[config.mk]
export PLATFORM = sky130hd
export DESIGN_NAME = bmp_stream_sequencer_flat
export DESIGN_NICKNAME = d
export VERILOG_FILES = /design/src/rtl/bmp_stream_sequencer_if.sv /design/src/rtl/bmp_stream_sequencer.sv /design/src/flat_wrapper.sv
export SDC_FILE = /design/constraint.sdc
export NUM_CORES = 2
export LEC_CHECK = 0
export BUFFER_PORTS_ARGS = -buffer_cell sky130_fd_sc_hd__buf_2
export CORE_UTILIZATION = 57
export CTS_CLUSTER_SIZE = 12
export DETAILED_ROUTE_END_ITERATION = 10
export PLACE_DENSITY = 0.82
export SKIP_CTS_REPAIR_TIMING = 1
export SLEW_MARGIN = 20
export SYNTH_ARGS = -nofsm -noshare
export SYNTH_HDL_FRONTEND = slang
export SYNTH_SLANG_ARGS = --single-unit
[constraint.sdc]
create_clock -name clk -period 9.6 [get_ports clk]
set_input_delay 0.48 -clock clk [delete_from_list [all_inputs] [get_ports clk]]
set_output_delay 0.48 -clock clk [all_outputs]
set_load 0.01 [all_outputs]
[src/rtl/bmp_stream_sequencer_if.sv]
// Stream-side bundle between the frame sequencer and the reader/pipeline/writer.
// master: sequencer side (drives stream controls and pixel markers); slave: peer side.
interface bmp_stream_sequencer_if;
    logic [479:0] bmp_header;
    logic         rd_end;
    logic         wr_end;
    logic         rd_rst;
    logic         rd_reload;
    logic         wr_rst;
    logic         pix_valid;
    logic         pix_last;
    logic [15:0]  pix_x;
    logic [15:0]  pix_y;

    modport master (
        input  bmp_header, rd_end, wr_end,
        output rd_rst, rd_reload, wr_rst,
        output pix_valid, pix_last, pix_x, pix_y
    );

    modport slave (
        output bmp_header, rd_end, wr_end,
        input  rd_rst, rd_reload, wr_rst,
        input  pix_valid, pix_last, pix_x, pix_y
    );
endinterface

[src/rtl/bmp_stream_sequencer.sv]
// Frame controller: loads one BMP, validates its header, streams W*H pixels
// through a PIPE_LAT-deep pipeline and waits for the writer to finish.
// Ports: clk, rst (async, active-high), start, abort, bus (stream bundle),
// busy/done/err status. All outputs are registered.
module bmp_stream_sequencer #(
    parameter int unsigned PIPE_LAT = 2,
    parameter int unsigned MAX_W    = 4096,
    parameter int unsigned MAX_H    = 4096,
    parameter int unsigned TIMEOUT  = 64
) (
    input  logic clk,
    input  logic rst,
    input  logic start,
    input  logic abort,
    bmp_stream_sequencer_if.master bus,
    output logic busy,
    output logic done,
    output logic err
);
    localparam logic [8:0]  LAT      = 9'(PIPE_LAT);
    localparam logic [31:0] WMAX     = 32'(MAX_W);
    localparam logic [31:0] HMAX     = 32'(MAX_H);
    localparam logic [31:0] TMO_LAST = 32'(TIMEOUT - 1);

    typedef enum logic [2:0] {
        S_IDLE, S_LOAD, S_HDR, S_STREAM, S_DRAIN, S_DONE, S_ERR
    } state_t;

    state_t      state, state_d;
    logic [15:0] w_q, w_d;
    logic [31:0] tot_q, tot_d;
    logic [31:0] cnt_q, cnt_d;
    logic [15:0] x_d, y_d;
    logic [8:0]  lc_q, lc_d, lc_sat;
    logic [31:0] tmo_q, tmo_d;
    logic        rd_end_q;
    logic [31:0] hdr_w, hdr_h;
    logic        rd_rst_d, wr_rst_d, reload_d;
    logic        valid_d, last_d;
    logic        in_flow;

    // Width at bytes 18..21, height at bytes 22..25, little-endian.
    assign hdr_w = bus.bmp_header[175:144];
    assign hdr_h = bus.bmp_header[207:176];

    // Pipeline latency counter saturates once the writer may be released.
    assign lc_sat = (lc_q < LAT) ? lc_q + 9'd1 : lc_q;

    always_comb begin
        state_d = state;
        w_d     = w_q;
        tot_d   = tot_q;
        cnt_d   = '0;
        x_d     = '0;
        y_d     = '0;
        lc_d    = '0;
        tmo_d   = '0;
        unique case (state)
            S_IDLE: if (start) state_d = S_LOAD;
            S_LOAD: state_d = S_HDR;
            S_HDR: begin
                w_d   = hdr_w[15:0];
                tot_d = hdr_w * hdr_h;
                if (hdr_w == 0 || hdr_h == 0 || hdr_w > WMAX || hdr_h > HMAX)
                    state_d = S_ERR;
                else
                    state_d = S_STREAM;
            end
            S_STREAM: begin
                lc_d = lc_sat;
                if (bus.pix_last) begin
                    state_d = S_DRAIN;
                end else if (bus.rd_end && !rd_end_q) begin
                    // Reader ran out before the frame was complete.
                    state_d = S_ERR;
                end else begin
                    cnt_d = cnt_q + 32'd1;
                    if (bus.pix_x == w_q - 16'd1) begin
                        x_d = '0;
                        y_d = bus.pix_y + 16'd1;
                    end else begin
                        x_d = bus.pix_x + 16'd1;
                        y_d = bus.pix_y;
                    end
                end
            end
            S_DRAIN: begin
                lc_d = lc_sat;
                if (bus.wr_end)
                    state_d = S_DONE;
                else if (tmo_q == TMO_LAST)
                    state_d = S_ERR;
                else
                    tmo_d = tmo_q + 32'd1;
            end
            S_DONE: state_d = S_IDLE;
            S_ERR:  if (start) state_d = S_IDLE;
            default: state_d = S_IDLE;
        endcase
        if (abort) begin
            state_d = S_IDLE;
            cnt_d   = '0;
            x_d     = '0;
            y_d     = '0;
            lc_d    = '0;
            tmo_d   = '0;
        end
    end

    // Registered outputs follow the state/counters being entered.
    always_comb begin
        in_flow  = (state_d == S_STREAM) || (state_d == S_DRAIN);
        rd_rst_d = (state_d != S_STREAM);
        wr_rst_d = !(in_flow && lc_d >= LAT);
        reload_d = (state_d == S_LOAD);
        valid_d  = (state_d == S_STREAM);
        last_d   = (state_d == S_STREAM) && (cnt_d == tot_d - 32'd1);
    end

    always_ff @(posedge clk or posedge rst) begin
        if (rst) begin
            state         <= S_IDLE;
            w_q           <= '0;
            tot_q         <= '0;
            cnt_q         <= '0;
            lc_q          <= '0;
            tmo_q         <= '0;
            rd_end_q      <= 1'b0;
            bus.rd_rst    <= 1'b1;
            bus.wr_rst    <= 1'b1;
            bus.rd_reload <= 1'b0;
            bus.pix_valid <= 1'b0;
            bus.pix_last  <= 1'b0;
            bus.pix_x     <= '0;
            bus.pix_y     <= '0;
            busy          <= 1'b0;
            done          <= 1'b0;
            err           <= 1'b0;
        end else begin
            state         <= state_d;
            w_q           <= w_d;
            tot_q         <= tot_d;
            cnt_q         <= cnt_d;
            lc_q          <= lc_d;
            tmo_q         <= tmo_d;
            rd_end_q      <= bus.rd_end;
            bus.rd_rst    <= rd_rst_d;
            bus.wr_rst    <= wr_rst_d;
            bus.rd_reload <= reload_d;
            bus.pix_valid <= valid_d;
            bus.pix_last  <= last_d;
            bus.pix_x     <= x_d;
            bus.pix_y     <= y_d;
            busy          <= (state_d != S_IDLE) && (state_d != S_ERR);
            done          <= (state_d == S_DONE);
            err           <= (state_d == S_ERR);
        end
    end
endmodule

[src/flat_wrapper.sv]
// flat-port wrapper written by rule: the top's interface ports become plain ports
module bmp_stream_sequencer_flat 
#(
    parameter int unsigned PIPE_LAT = 2,
    parameter int unsigned MAX_W    = 4096,
    parameter int unsigned MAX_H    = 4096,
    parameter int unsigned TIMEOUT  = 64
)
  (clk, rst, start, abort, busy, done, err, bus_bmp_header, bus_rd_end, bus_wr_end, bus_rd_rst, bus_rd_reload, bus_wr_rst, bus_pix_valid, bus_pix_last, bus_pix_x, bus_pix_y);
  bmp_stream_sequencer_if bus_i ();
  input  logic clk;
  input  logic rst;
  input  logic start;
  input  logic abort;
  output logic busy;
  output logic done;
  output logic err;
  input wire logic [$bits(bus_i.bmp_header)-1:0] bus_bmp_header;
  input wire logic [$bits(bus_i.rd_end)-1:0] bus_rd_end;
  input wire logic [$bits(bus_i.wr_end)-1:0] bus_wr_end;
  output wire logic [$bits(bus_i.rd_rst)-1:0] bus_rd_rst;
  output wire logic [$bits(bus_i.rd_reload)-1:0] bus_rd_reload;
  output wire logic [$bits(bus_i.wr_rst)-1:0] bus_wr_rst;
  output wire logic [$bits(bus_i.pix_valid)-1:0] bus_pix_valid;
  output wire logic [$bits(bus_i.pix_last)-1:0] bus_pix_last;
  output wire logic [$bits(bus_i.pix_x)-1:0] bus_pix_x;
  output wire logic [$bits(bus_i.pix_y)-1:0] bus_pix_y;
  assign bus_i.bmp_header = bus_bmp_header;
  assign bus_i.rd_end = bus_rd_end;
  assign bus_i.wr_end = bus_wr_end;
  assign bus_rd_rst = bus_i.rd_rst;
  assign bus_rd_reload = bus_i.rd_reload;
  assign bus_wr_rst = bus_i.wr_rst;
  assign bus_pix_valid = bus_i.pix_valid;
  assign bus_pix_last = bus_i.pix_last;
  assign bus_pix_x = bus_i.pix_x;
  assign bus_pix_y = bus_i.pix_y;
  bmp_stream_sequencer #(.PIPE_LAT(PIPE_LAT), .MAX_W(MAX_W), .MAX_H(MAX_H), .TIMEOUT(TIMEOUT)) u_core (.clk(clk), .rst(rst), .start(start), .abort(abort), .bus(bus_i), .busy(busy), .done(done), .err(err));
endmodule
### Word level (Yosys, flattened, before mapping)

Index checks and enable logic that the tools add are counted.

| operators by class | value |
|---|---|
| reduce and logical (&&, ||, !) cells | 15 |
| bitwise logic cells | 0 |
| $lt $le $gt $ge | 4 |
| shifts and indexed selects | 0 |
| add/subtract/negate cells | 7 |
| multiplexer cells | 31 |
| $mul | 1 |
| divide/modulo/power cells | 0 |
| eq/ne operators | 16 |

Operators by type and width:

| kind | count |
|---|---|
| $mux 32 | 9 |
| $mux 16 | 10 |
| $add 32x1->32 const B | 2 |
| $gt 32x13->1 const B | 2 |
| $logic_not 32->1 | 2 |
| $add 16x1->16 const B | 2 |
| $eq 32x32->1 | 1 |
| $eq 32x6->1 const B | 1 |
| $mul 32x32->32 | 1 |
| $sub 32x1->32 const B | 1 |
| $mux 9 | 3 |
| $mux 3 | 8 |
| $pmux 3 s6 | 1 |
| $eq 16x16->1 | 1 |
| $sub 16x1->16 const B | 1 |
| $eq 3x3->1 const B | 5 |
| $add 9x1->9 const B | 1 |
| $eq 3x2->1 const B | 3 |
| $ge 9x2->1 const B | 1 |
| $lt 9x2->1 const B | 1 |
| $eq 3x1->1 const B | 2 |
| $ne 5x2->1 const B | 1 |
| $logic_and 1x1->1 | 4 |
| $logic_or 1x1->1 | 4 |
| 6 further kinds | 7 |

| storage, ports and cells | value |
|---|---|
| bits in writable memories | 0 |
| bits in latches | 0 |
| flip-flop bits (word level) | 165 |
| output and inout port bits | 40 |
| bits in read-only memories | 0 |
| memories kept | 0 |

### Longest topological paths before layout

| depth | value |
|---|---|
| depth after elaboration | 11 |
| gate-level depth with buffers | 34 |

### Least setup slack after synthesis

Ideal clock, no wire load.

| path | value |
|---|---|
| kind | input to register |
| start | input port bus_bmp_header[182] |
| end | register u_core.bus.pix_last |
| slack | 1.228 ns |
| cell stages on the path | 30 |
| required time | 9.505 ns |
| arrival time | 8.277 ns |
| cell sequence | clkbuf_1 > clkbuf_1 > and2_1 > fa_1 > fa_1 > fa_1 > inv_1 > fa_1 > inv_1 > fa_1 > inv_1 > fa_1 > inv_1 > fa_1 > inv_1 > fa_1 > inv_1 > ha_1 > clkbuf_1 > nand4_1 > or3_1 > nand3b_2 > nor3_1 > o32a_1 > nor4_4 > nand2_2 > or4_1 > mux2i_1 > a211oi_1 > nor4b_2 |

| on the way | value |
|---|---|
| elaborated cells between the ends (all ways) | 14 |
| classes of those cells | add/sub (1); mul (1); order compare (1); eq/ne (2); mux (4); reduce/logical (5) |

RTL lines:

| what | RTL line | source |
|---|---|---|
| start, declared | flat_wrapper.sv:18 | `input wire logic [$bits(bus_i.bmp_header)-1:0] bus_bmp_header;` |
| $mul 32x32->32 | bmp_stream_sequencer.sv:63 | `tot_d = hdr_w * hdr_h;` |
| $mux 32 | bmp_stream_sequencer.sv:58 | `unique case (state)` |
| net u_core.tot_d[21] | bmp_stream_sequencer.sv:31 | `logic [31:0] tot_q, tot_d;` |
| $sub 32x1->32 | bmp_stream_sequencer.sv:117 | `last_d = (state_d == S_STREAM) && (cnt_d == tot_d - 32'd1);` |
| $eq 32x32->1 | bmp_stream_sequencer.sv:117 |  |
| $logic_and 1x1->1 | bmp_stream_sequencer.sv:117 |  |
| net u_core.last_d | bmp_stream_sequencer.sv:39 | `logic valid_d, last_d;` |
| end signal, assigned | bmp_stream_sequencer.sv:151 | `bus.pix_last <= last_d;` |
| end, declared | bmp_stream_sequencer_if.sv:18 | `output pix_valid, pix_last, pix_x, pix_y` |

The timed path passes the listed nets, and every way through them passes these cells.
A chain may end at the register's enable or synchronous reset.

### Worst setup path after layout

| path | value |
|---|---|
| start | input port bus_bmp_header[183] |
| end | register u_core.bus.pix_last |

The elaborated chain is that of the path after synthesis.

==> metrics.md <==
| Metric | Value |
|---|---|
| Io pins | 526 |
| Seq/Total Area, Yosys | 0.161 |
| Worst-path clk slew | 60 ps |
| Synth top area share | 0.318 |
| DRC | 0 |
| Max_cap viols | 0 |
| Prevailing post-synth register cell | dfrtp_1 |
| Die X | 214 µm |
| Final Net Count | 3961 |
| Most common cell after layout, fill and taps aside | inv_1 |
| Fin. Hold Viols | 0 |
| Unrepaired setup endpoints after global routing | no |
| Detailed Route Iter0 Violations | 1747 |
| # setup viols final | 0 |
| Count of flip-flops with a built-in enable after synthesis | 0 |
| Mapped Cells | 2912 |
| Per-cell routed wire length | 19.1 µm |
| Max-slew headroom | 0.331 |
| Clock buffer depth | 2 |
| Number of register bits inferred by synthesis | 165 |
| First-pass DRT Iterations | 5 |
| Post-DP HPWL | 52.9 mm |
| Via count | 20.6k |
| Clk_skew | 8.47 ps |
| Mean area per synthesized cell | 8.81 µm² |
| Final instance area | 27200 µm² |
| Fill count | 3596 |
| Status | finished clean |
| GRT Total Usage | 0.306 |
| Initial Utilization | 0.579 |
| Worst EP required | 9890 ps |
| Worst Tran Pin Value | 997 ps |
| Cell Area, Synth | 25600 µm² |
| Port bufs | 109 |
| Leading post-synthesis cells by cell area | fa_1 32%, dfrtp_1 16%, inv_1 6.8% |
| CP Max Fanout | 26 |
| Post-route ant nets | 0 |
| Critical Path AT | 9180 ps |
| Vias in the first global route | 22.2k |
| CTS tree | built |
| Clk root buf | clkbuf_16 |
| CP endpoint kind | flop |
| Synth warn | 0 |
| Largest net degree at the start of global routing | 88 |
| F_max | 0.112 GHz |
| DRT Wirelength | 67.5 mm |
| GP Congestion | 0.959 |
| Fin. max-slew vios | 0 |
| Overflow after GRT | 0 |
| Die ar. | 45800 µm² |
| Row count | 77 |
| Total nets after synthesis | 3936 |
| Post-synthesis cell type count | 92 |
| Layout cell share with drive strength beyond 1 | 0.0729 |
| Clock sink count | 165 |
| # H-tree levels | 4 |
| Commonest cells after routing, fill and taps aside | 466 x inv_1, 419 x nand2_1, 408 x fa_1 |
| Initial antenna violation count | 1 |
| Die Span Y | 214 µm |
| CP Launch Type | input port |
| Post-synth top area cell | fa_1 |
| Worst-Skew Late Latency | 440 ps |
| Async set-or-reset flop fraction in the synthesized netlist | 1.00 |
| TritonCTS Buffers | 17 |
| Post-DR vias/cell | 5.83 |
| Fin crit share | 0.927 |
| First-pass GRT wire length | 113 mm |
| Setup TNS | 0 ps |
| Worst min-delay path category | input port to asynchronous set/reset pin |
| Post-DP Area | 26700 µm² |
| Minimum clock period | 8900 ps |
| Critical path type | input port to flop |
| Syn-to-layout area delta | 6.25% |
| Core region area | 44300 µm² |
registers in the layout, summed over array words and instances (netlist names), 3 cells and up:
name	count
u_core.tmo_q	32
u_core.lc_q	9
u_core.cnt_q	32
u_core.bus.pix_y	16
u_core.w_q	16
u_core.tot_q	32
u_core.state	3
u_core.bus.pix_x	16
worst paths after layout:
check / slack, ps / cells past startpoint / start / end
min in group clk: 180 / 1 / bus_rd_end / u_core.rd_end_q$_DFF_PP0_
max reg2reg: 4660 / 15 / u_core.state[2]$_DFF_PP0_ / u_core.bus.pix_last$_DFF_PP0_
min: 170 / 2 / rst / u_core.busy$_DFF_PP0_
max in group asynchronous: 7960 / 3 / rst / u_core.tmo_q[12]$_DFF_PP0_
max: 700 / 27 / bus_bmp_header[183] / u_core.bus.pix_last$_DFF_PP0_
min reg2reg: 490 / 1 / u_core.tmo_q[0]$_DFF_PP0_ / u_core.tmo_q[0]$_DFF_PP0_
cell usage after synthesis (14+ instances only):
cell type / count
inv_1: 467
nand2_1: 419
fa_1: 408
and2_1: 279
dfrtp_1: 163
nor2_1: 158
ha_1: 130
xnor2_1: 126
clkbuf_1: 123
xor2_1: 94
nand3_1: 65
a21oi_1: 52
o21ai_0: 35
nor4_1: 32
and3_1: 29
nor3_1: 29
nand4_1: 24
and4_1: 19
a211oi_1: 17
or3_1: 15
a31oi_1: 14
per-layer routing:
layer  vias to the layer above  wire, µm  global-route usage
met3                       251      5760              0.0562
met4                         0      3290               0.151
met5                         -         0                   0
met2                       999     32700               0.511
met1                     10300     25800               0.382
li1                       9123         -                   -
cells by family (layout without fill, tap and decap cells):
logic type | count (synthesis) | after routing | synth area share
AOI/OAI and AO/OA | 230 | 230 | 0.0619
xor gates and xnor gates | 221 | 221 | 0.0760
adders and majority gates | 538 | 538 | 0.382
buffers and inverters | 610 | 647 | 0.0904
DFF | 165 | 165 | 0.161
muxes | 10 | 10 | 0.00400
other | 0 | 1 | 0
and+or+nand+nor | 1138 | 1138 | 0.225
worst max-delay path, cell delays in order:
cell and delay [ps]:
buf_2 470, and2_1 230, fa_1 430, fa_1 520
inv_1 60, fa_1 470, fa_1 490, inv_1 50
fa_1 500, inv_1 60, fa_1 570, fa_1 470
fa_1 530, inv_1 50, ha_1 420, a21oi_1 390
o21a_1 210, o221ai_1 210, a211o_1 350, a31oi_1 350
xor2_1 200, o21ai_1 430, xor2_1 260, xor2_1 160
a31oi_1 120, nand4b_1 230, nor4b_2 460
final cells by class:
| type | instances | area, µm² | share of cell area |
|---|---|---|---|
| well taps | 592 | 741 | 0.0272 |
| flip-flops and latches | 165 | 4130 | 0.152 |
| multi-input cells | 2137 | 19200 | 0.705 |
| inverters | 467 | 1760 | 0.0645 |
| diodes | 1 | 2.50 | 0.0000918 |
| clock inverters | 9 | 105 | 0.00386 |
| repair buffers | 149 | 846 | 0.0310 |
| clock buffers | 22 | 454 | 0.0167 |
per-stage QoR:
step                hold WS [ps]  utilization  instances  setup WS, ps
global placement             470        0.602       3510           424
floorplan                    455            -       2912          1230
detailed placement           488        0.602       3510           317
finish                       174        0.615       3542           702
global route                 179        0.615       3542           366
CTS                          170        0.615       3541           722
Power is not shown: default switching activity piles up to over one toggle a cycle in this logic, so the estimate is an artifact.
